==> src/rtl/dfp_arb_pkg.sv <==
// dfp_arb_pkg: shared definitions for the DFP memory-port arbiter.
//   - dfp_state_e : arbiter FSM states (IDLE, BUSY_I, BUSY_D)
//   - PORT_I/PORT_D : port indices (icache = 0, dcache = 1)
//   - LINE_W_DEF/ADDR_W_DEF : default line and address widths
package dfp_arb_pkg;

  localparam int LINE_W_DEF = 256;
  localparam int ADDR_W_DEF = 32;

  localparam logic PORT_I = 1'b0;
  localparam logic PORT_D = 1'b1;

  typedef enum logic [1:0] {
    IDLE   = 2'b00,
    BUSY_I = 2'b01,
    BUSY_D = 2'b10
  } dfp_state_e;

endpackage

==> src/rtl/dfp_arb_pick.sv <==
// dfp_arb_pick: combinational 2-way picker for the DFP arbiter.
// Ports:
//   pending    [1:0] in  : bit0 = icache pending, bit1 = dcache pending
//   last_grant       in  : port granted most recently (PORT_I / PORT_D)
//   grant      [1:0] out : one-hot winner, 2'b00 when nothing pends
// Macro DFP_ARB_ROUND_ROBIN_EN: defined -> round-robin on ties (the port
// not granted last wins); undefined -> dcache always wins ties and
// last_grant is ignored.
module dfp_arb_pick
  import dfp_arb_pkg::*;
(
  input  logic [1:0] pending,
  input  logic       last_grant,
  output logic [1:0] grant
);

`ifndef DFP_ARB_ROUND_ROBIN_EN
  // Fixed priority has no history; keep the port for a uniform interface.
  logic unused_last_grant_s;
  assign unused_last_grant_s = last_grant;
`endif

  // Winner selection; only the tie case depends on the policy.
  always_comb begin
    grant = 2'b00;
    case (pending)
      2'b01: grant = 2'b01;
      2'b10: grant = 2'b10;
      2'b11: begin
`ifdef DFP_ARB_ROUND_ROBIN_EN
        if (last_grant == PORT_D) begin
          grant = 2'b01;
        end else begin
          grant = 2'b10;
        end
`else
        grant = 2'b10;
`endif
      end
      default: grant = 2'b00;
    endcase
  end

endmodule

==> src/rtl/dfp_arbiter.sv <==
// dfp_arbiter: shares one 256-bit memory port between the icache (port 0,
// i_dfp_*) and dcache (port 1, d_dfp_*) downstream-facing ports.
// Ports:
//   clk, rst              : clock, synchronous active-high reset
//   i_dfp_* / d_dfp_*     : cache requests (addr/read/write/wdata in,
//                           rdata/resp out); requests held until resp
//   mem_addr/read/write/wdata : registered granted request to memory
//   mem_rdata, mem_resp   : memory response
// Every transaction returns through IDLE, so a new grant can start no
// earlier than two cycles after the previous mem_resp.
// Macro DFP_ARB_ROUND_ROBIN_EN selects round-robin tie breaking (see
// dfp_arb_pick); when undefined dcache wins ties and no history is kept.
module dfp_arbiter
  import dfp_arb_pkg::*;
#(
  parameter int LINE_W = LINE_W_DEF,
  parameter int ADDR_W = ADDR_W_DEF
) (
  input  logic              clk,
  input  logic              rst,
  input  logic [ADDR_W-1:0] i_dfp_addr,
  input  logic              i_dfp_read,
  input  logic              i_dfp_write,
  input  logic [LINE_W-1:0] i_dfp_wdata,
  output logic [LINE_W-1:0] i_dfp_rdata,
  output logic              i_dfp_resp,
  input  logic [ADDR_W-1:0] d_dfp_addr,
  input  logic              d_dfp_read,
  input  logic              d_dfp_write,
  input  logic [LINE_W-1:0] d_dfp_wdata,
  output logic [LINE_W-1:0] d_dfp_rdata,
  output logic              d_dfp_resp,
  output logic [ADDR_W-1:0] mem_addr,
  output logic              mem_read,
  output logic              mem_write,
  output logic [LINE_W-1:0] mem_wdata,
  input  logic [LINE_W-1:0] mem_rdata,
  input  logic              mem_resp
);

  dfp_state_e        state_r, state_nxt_s;
  logic [ADDR_W-1:0] mem_addr_r, mem_addr_nxt_s;
  logic              mem_read_r, mem_read_nxt_s;
  logic              mem_write_r, mem_write_nxt_s;
  logic [LINE_W-1:0] mem_wdata_r, mem_wdata_nxt_s;
  logic [1:0]        pending_s, grant_s;
  logic              last_grant_s;

  assign pending_s = {d_dfp_read | d_dfp_write, i_dfp_read | i_dfp_write};

  dfp_arb_pick u_pick (
    .pending    (pending_s),
    .last_grant (last_grant_s),
    .grant      (grant_s)
  );

`ifdef DFP_ARB_ROUND_ROBIN_EN
  logic last_grant_r;

  // Remember the most recent winner; reset value makes icache win the first tie.
  always_ff @(posedge clk) begin
    if (rst) begin
      last_grant_r <= PORT_D;
    end else if ((state_r == IDLE) && (pending_s != 2'b00)) begin
      last_grant_r <= grant_s[PORT_D] ? PORT_D : PORT_I;
    end else begin
      last_grant_r <= last_grant_r;
    end
  end

  assign last_grant_s = last_grant_r;
`else
  assign last_grant_s = PORT_D;
`endif

  // Next state and next memory-request registers.
  always_comb begin
    state_nxt_s     = state_r;
    mem_addr_nxt_s  = mem_addr_r;
    mem_read_nxt_s  = mem_read_r;
    mem_write_nxt_s = mem_write_r;
    mem_wdata_nxt_s = mem_wdata_r;
    case (state_r)
      IDLE: begin
        if (grant_s[PORT_I]) begin
          state_nxt_s     = BUSY_I;
          mem_addr_nxt_s  = i_dfp_addr;
          mem_wdata_nxt_s = i_dfp_wdata;
          mem_read_nxt_s  = i_dfp_read;
          // A read+write collision is illegal; the read takes the port.
          mem_write_nxt_s = i_dfp_write & ~i_dfp_read;
        end else if (grant_s[PORT_D]) begin
          state_nxt_s     = BUSY_D;
          mem_addr_nxt_s  = d_dfp_addr;
          mem_wdata_nxt_s = d_dfp_wdata;
          mem_read_nxt_s  = d_dfp_read;
          mem_write_nxt_s = d_dfp_write & ~d_dfp_read;
        end else begin
          state_nxt_s = IDLE;
        end
      end
      BUSY_I, BUSY_D: begin
        if (mem_resp) begin
          state_nxt_s     = IDLE;
          mem_read_nxt_s  = 1'b0;
          mem_write_nxt_s = 1'b0;
        end else begin
          state_nxt_s = state_r;
        end
      end
      default: begin
        state_nxt_s     = IDLE;
        mem_read_nxt_s  = 1'b0;
        mem_write_nxt_s = 1'b0;
      end
    endcase
  end

  // State and memory-request registers; reset abandons any outstanding request.
  always_ff @(posedge clk) begin
    if (rst) begin
      state_r     <= IDLE;
      mem_addr_r  <= {ADDR_W{1'b0}};
      mem_read_r  <= 1'b0;
      mem_write_r <= 1'b0;
      mem_wdata_r <= {LINE_W{1'b0}};
    end else begin
      state_r     <= state_nxt_s;
      mem_addr_r  <= mem_addr_nxt_s;
      mem_read_r  <= mem_read_nxt_s;
      mem_write_r <= mem_write_nxt_s;
      mem_wdata_r <= mem_wdata_nxt_s;
    end
  end

  assign mem_addr  = mem_addr_r;
  assign mem_read  = mem_read_r;
  assign mem_write = mem_write_r;
  assign mem_wdata = mem_wdata_r;

  // Read data is broadcast; only the granted port sees the completion pulse.
  assign i_dfp_rdata = mem_rdata;
  assign d_dfp_rdata = mem_rdata;
  assign i_dfp_resp  = (state_r == BUSY_I) && mem_resp;
  assign d_dfp_resp  = (state_r == BUSY_D) && mem_resp;

  dfp_arb_chk u_chk (
    .clk         (clk),
    .rst         (rst),
    .state       (state_r),
    .i_dfp_read  (i_dfp_read),
    .i_dfp_write (i_dfp_write),
    .d_dfp_read  (d_dfp_read),
    .d_dfp_write (d_dfp_write)
  );

endmodule

// dfp_arb_chk: protocol checks on the cache-side request handshake.
module dfp_arb_chk
  import dfp_arb_pkg::*;
(
  input logic       clk,
  input logic       rst,
  input dfp_state_e state,
  input logic       i_dfp_read,
  input logic       i_dfp_write,
  input logic       d_dfp_read,
  input logic       d_dfp_write
);

  a_i_rw_excl: assert property (@(posedge clk) disable iff (rst)
    !(i_dfp_read && i_dfp_write));
  a_d_rw_excl: assert property (@(posedge clk) disable iff (rst)
    !(d_dfp_read && d_dfp_write));
  a_i_hold: assert property (@(posedge clk) disable iff (rst)
    (state == BUSY_I) |-> (i_dfp_read || i_dfp_write));
  a_d_hold: assert property (@(posedge clk) disable iff (rst)
    (state == BUSY_D) |-> (d_dfp_read || d_dfp_write));

endmodule

==> config.mk <==
export PLATFORM = sky130hd
export DESIGN_NAME = dfp_arbiter
export DESIGN_NICKNAME = d
export VERILOG_FILES = /design/src/rtl/dfp_arb_pkg.sv /design/src/rtl/dfp_arb_pick.sv /design/src/rtl/dfp_arbiter.sv
export SDC_FILE = /design/constraint.sdc
export NUM_CORES = 1
export LEC_CHECK = 0
export BUFFER_PORTS_ARGS = -buffer_cell sky130_fd_sc_hd__clkbuf_2
export CAP_MARGIN = 20
export CORE_AREA = 2 2 637 639
export CTS_CLUSTER_SIZE = 24
export DETAILED_ROUTE_END_ITERATION = 10
export DIE_AREA = 0 0 639 641
export PLACE_DENSITY_LB_ADDON = 0.2
export SLEW_MARGIN = 10
export SYNTH_ARGS = -nofsm -noshare
export SYNTH_HDL_FRONTEND = slang
export SYNTH_SLANG_ARGS = --single-unit
==> constraint.sdc <==
create_clock -name clk -period 2.55 [get_ports clk]
set_input_delay 0.3825 -clock clk [delete_from_list [all_inputs] [get_ports clk]]
set_output_delay 0.3825 -clock clk [all_outputs]
set_load 0.05 [all_outputs]
# Word-level counts from Yosys, hierarchy flattened
# Index checks and enable logic that the tools add are counted.
# op_classes
eq_ne	7
n_mux	16
bitwise	6
n_reduce_logical	8
# op_table
cell	count
$mux 256	2
$mux 32	2
$pmux 2 s2	2
$eq 2x2->1 const B	3
$mux 2	3
$mux 1	5
$eq 2x1->1 const B	2
$pmux 1 s2	2
$reduce_and 2->1	2
$reduce_or 2->1	2
$ne 3x3->1 const B	1
$and 1x1->1	2
$logic_and 1x1->1	2
$logic_not 2->1	1
$ne 2x2->1 const B	1
$not 1->1	2
$or 1x1->1	2
$reduce_bool 2->1	1
# word_totals
regBits	292
out_inout_bits	804
wordCells	42

# Longest topological paths before layout
# depth
depth_word	7
depth_mapped	8
ltp_nobuf	5

# Hierarchy
# A second synthesis with hierarchy kept.
# unflattened
hier_cells	1830
area_unflattened_um2	16676.0
# by_module_without_submodules
mod	instances	cells_per_inst	area_per_inst_um2	seq_area_each_um2
dfp_arbiter	1	1828	16666.0	5845.6
dfp_arb_pick	1	2	10.0	0.0

# Least setup slack after synthesis
# No wires, ideal clock.
# synth_path
kind	reg2reg
startpoint	reg state_r[0]
endpoint	reg mem_addr_r[23] (netlist: mem_addr[23])
arrival_time_ns	1.504
setup_slack_ns	0.958
stages_incl_launch_ff	9
path_cell_list	dfxtp_1 -> inv_1 -> ha_1 -> o41a_1 -> buf_4 -> buf_4 -> buf_2 -> nor2_1 -> a311oi_2
# synth_between
elab_chain_len	2
# synth_rtl
item	line_no	rtl
from (decl)	dfp_arbiter.sv:41	dfp_state_e state_r, state_nxt_s;
from (signal assigned)	dfp_arbiter.sv:128	state_r <= state_nxt_s;
$logic_not 2->1	dfp_arbiter.sv:83	case (state_r)
$reduce_and 2->1 (no line)	--	
to (signal assigned)	dfp_arbiter.sv:123	mem_addr_r <= {ADDR_W{1'b0}};
to (signal assigned)	dfp_arbiter.sv:129	mem_addr_r <= mem_addr_nxt_s;
to (decl)	dfp_arbiter.sv:42	logic [ADDR_W-1:0] mem_addr_r, mem_addr_nxt_s;
# Every way passes these cells.
# A chain may end at the register's enable or synchronous reset.

# Worst setup path in the final report
# layout_path
startpoint	reg state_r[0]
endpoint	reg mem_wdata_r[40] (netlist: mem_wdata[40])
# layout_between
elab_chain_len	2
# layout_rtl
item	line_no	rtl
$logic_not 2->1	dfp_arbiter.sv:83	
$reduce_and 2->1 (no line)	--	
to (signal assigned)	dfp_arbiter.sv:126	mem_wdata_r <= {LINE_W{1'b0}};
to (signal assigned)	dfp_arbiter.sv:132	mem_wdata_r <= mem_wdata_nxt_s;
to (decl)	dfp_arbiter.sv:45	logic [LINE_W-1:0] mem_wdata_r, mem_wdata_nxt_s;
# Every way passes these cells.

==> run metrics <==
Clock transition at path regs 0.06 ns; FF+latch area 0.00585 mm2; number of buffers created by CTS 49; Most Frequent Cell on Critical Path buf_16; Crit Path Category reg -> reg; Max Slew Vio Count 0; final std cells w/o fill 8327; DRT iter0 DRCs 1184; DP Cell Count 7720; initial core utilization 4.81%; Die Footprint 0.410 mm2; ratio of cells with drive above 1 in the final layout 43.6%; # nets final 3849; final HPWL from detailed placement 192 mm; unrepaired setup endpoints after global routing false; CP arrival 2.99 ns; main combinational cell family by area after synthesis compound AO/OA/AOI/OAI gates; Skew-Pair Late Insertion Delay 0.68 ns; Post-Synth XOR/XNOR Area 0%; syn_nets 3051; max cap viols 0; Slew @ Worst Pin 0.766 ns; min-delay worst type in -> reg; Area growth syn-to-layout 72.8%; Crit Path Max Fanout 30; mean post-synth cell area 8.76 um2; Seq/Total Area, Yosys 30.2%; core area 0.402 mm2; crit path cell chain inv_1, ha_4, o41a_4, buf_16, buf_16, buf_16, a311oi_2, dlygate4sd3_1; Die Ht 641 um; fraction of the mapped netlist area in simple logic gates 13.5%; Leak 12.1 nW; die width 639 um; WP data required 3.10 ns; GRT Overall Usage 10.3%; Final setup viols 0; #FFs+latches synth 292; CP Launch Type flop; peak supply drop 0.522 mV; YS warnings 0; post-synthesis cell type count 29; Peak Freq 410 MHz; num ports 1643; gr ovfl total 0; post-synthesis adder-cell area fraction 0.194%; slowest cell on the critical path dlygate4sd3_1; Area contributors post-synth dfxtp_1 30%, a311oi_2 22%, buf_4 20%; largest area contributor in the netlist dfxtp_1; Rel. slew slack 49.2%; final hold violation count 0; DRC 0; via count 20.5k; vias in the first global route 21.3k; Clock Sinks 292; max incr delay on CP 0.57 ns; antenna-violating nets left 0; PwrDens 630 mW/mm2; post-synth top area share 30.2%; H-tree levels 2; CTS tree built; Layout fillers 47.0k; Design Power 21.1 mW; Root Driver clkbuf_16; Worst Skew 0.0374 ns; first-pass GRT wire length 268 mm; initial antenna violation count 14; CP top delay family buffers and inverters; Initial DRT Pass Iterations 5; Std-Cell Rows 233; worst path bufs/invs 5; fin crit share 95.7%; Cell Area, Synth 0.0194 mm2; largest net degree at the start of global routing 92; Routed WL per cell 26.8 um; clock buffer depth 3; area occupied by multi-input gates 0.00846 mm2; status complete, no violations; Compound-Gate Fraction of Synth Area 29.8%; Final GP Congestion 0.799; TNS Setup 0 ns; fin crit period 2.44 ns; Setup crit end kind flop; Total Wirelength 223 mm; Synth Instances 2209; average vias per placed instance 2.46; proportion of synthesized area in mux cells 0%; count of buffers from port buffering 874
## kinds of logic (layout without fill, tap and decap cells)
kind of cell / after synthesis / count (layout)
simple gates: 592 / 592
flops: 292 / 292
fa+ha+maj: 3 / 3
buf+inv: 738 / 1568
other cells: 0 / 1
compound gates: 584 / 584
## state kept, by name, summed over array words and instances, names as in the netlist
name / flops
mem_addr: 32
mem_read: 1
mem_wdata: 256
mem_write: 1
state_r: 2
## cell type report
type                    instances  area share, %
clock inverters                17          0.760
repair buffers               1483           32.5
diodes                          1        0.00748
flip-flops and latches        292           17.5
multi-input cells            1179           25.3
clock buffers                  66           4.10
well taps                    5287           19.8
inverters                       2         0.0225
## timing repair
action                                  in CTS  in global routing
endpoints found under the setup margin       1                 58
hold buffers                               517                  0
gates cloned                                 0                  4
buffers inserted                             0                  2
hold endpoints to repair                   279                  0
pin swaps                                    0                  0
resized for setup                            1                 14
## routing by layer
metal,GRT usage (%),wire length [um],share of wire (%)
met5,0.473,312,0.14
met4,3.79,8920,4.0
met3,7.14,33100,15
met2,19.4,118000,53
met1,8.24,62600,28
## synth_stat cells
| cell | instances |
|---|---|
| a21oi_1 | 2 |
| a311oi_1 | 8 |
| a311oi_2 | 280 |
| a31oi_1 | 1 |
| and2_1 | 2 |
| buf_1 | 2 |
| buf_2 | 68 |
| buf_4 | 522 |
| buf_6 | 35 |
| clkbuf_1 | 108 |
| clkbuf_2 | 1 |
| dfxtp_1 | 292 |
| ha_1 | 3 |
| inv_1 | 2 |
| nand2_1 | 2 |
| nand2b_1 | 3 |
| nand3_1 | 289 |
| nand4_1 | 1 |
| nor2_1 | 289 |
| nor2_4 | 1 |
| nor2b_1 | 3 |
| o211ai_1 | 2 |
| o21ai_0 | 278 |
| o21ai_1 | 10 |
| o22ai_1 | 1 |
| o32ai_1 | 1 |
| o41a_1 | 1 |
| or2_1 | 1 |
| or2_2 | 1 |
## cells in the final DEF, fill, tap and decap left out, drive strengths merged
cell / instances
o211ai: 2
clkinv: 9
nand2: 2
a31oi: 1
a311oi: 288
inv: 5
clkbuf: 939
buf: 93
or2: 2
dlygate4sd3: 517
nand2b: 3
o32ai: 1
and2: 2
nor2: 290
diode: 1
nand4: 1
o21ai: 288
a21oi: 2
o41a: 1
bufinv: 4
o22ai: 1
nor2b: 3
clkinvlp: 1
nand3: 289
dfxtp: 292
ha: 3
## report_power, final
group | switching, mW | internal [mW]
Combinational | 5.68 | 2.64
Clock | 2.95 | 4.17
Sequential | 0.437 | 5.19
Total | 9.06 | 12.0
## worst min-delay path, cell delays in order
cell and delay, ns:
clkbuf_2 0.11, nand3_1 0.09, a311oi_2 0.09
## through the flow
step	util [%]	hold slack, ns	cell area (um2)	setup slack (ns)
final	8.32	0.0830	33400	0.110
after global routing	8.32	0.0357	33400	0.00736
after CTS	8.26	0.00119	33200	0.0216
after detailed placement	6.57	0.471	26400	0.265
after global placement	6.57	0.470	26400	0.243
after floorplan	-	0.449	19400	0.958
## worst paths after layout
kind	from	to	cells past startpoint	slack, ns
max	state_r[0]$_SDFFE_PP0P_	mem_wdata[40]$_SDFFE_PP0P_	8	0.11
min reg2reg	mem_read$_SDFFE_PP0P_	mem_read$_SDFFE_PP0P_	2	0.48
max reg2reg	state_r[0]$_SDFFE_PP0P_	mem_wdata[40]$_SDFFE_PP0P_	8	0.11
min	i_dfp_wdata[138]	mem_wdata[138]$_SDFFE_PP0P_	3	0.08
No activity file was read; power rests on OpenSTA's default activity.
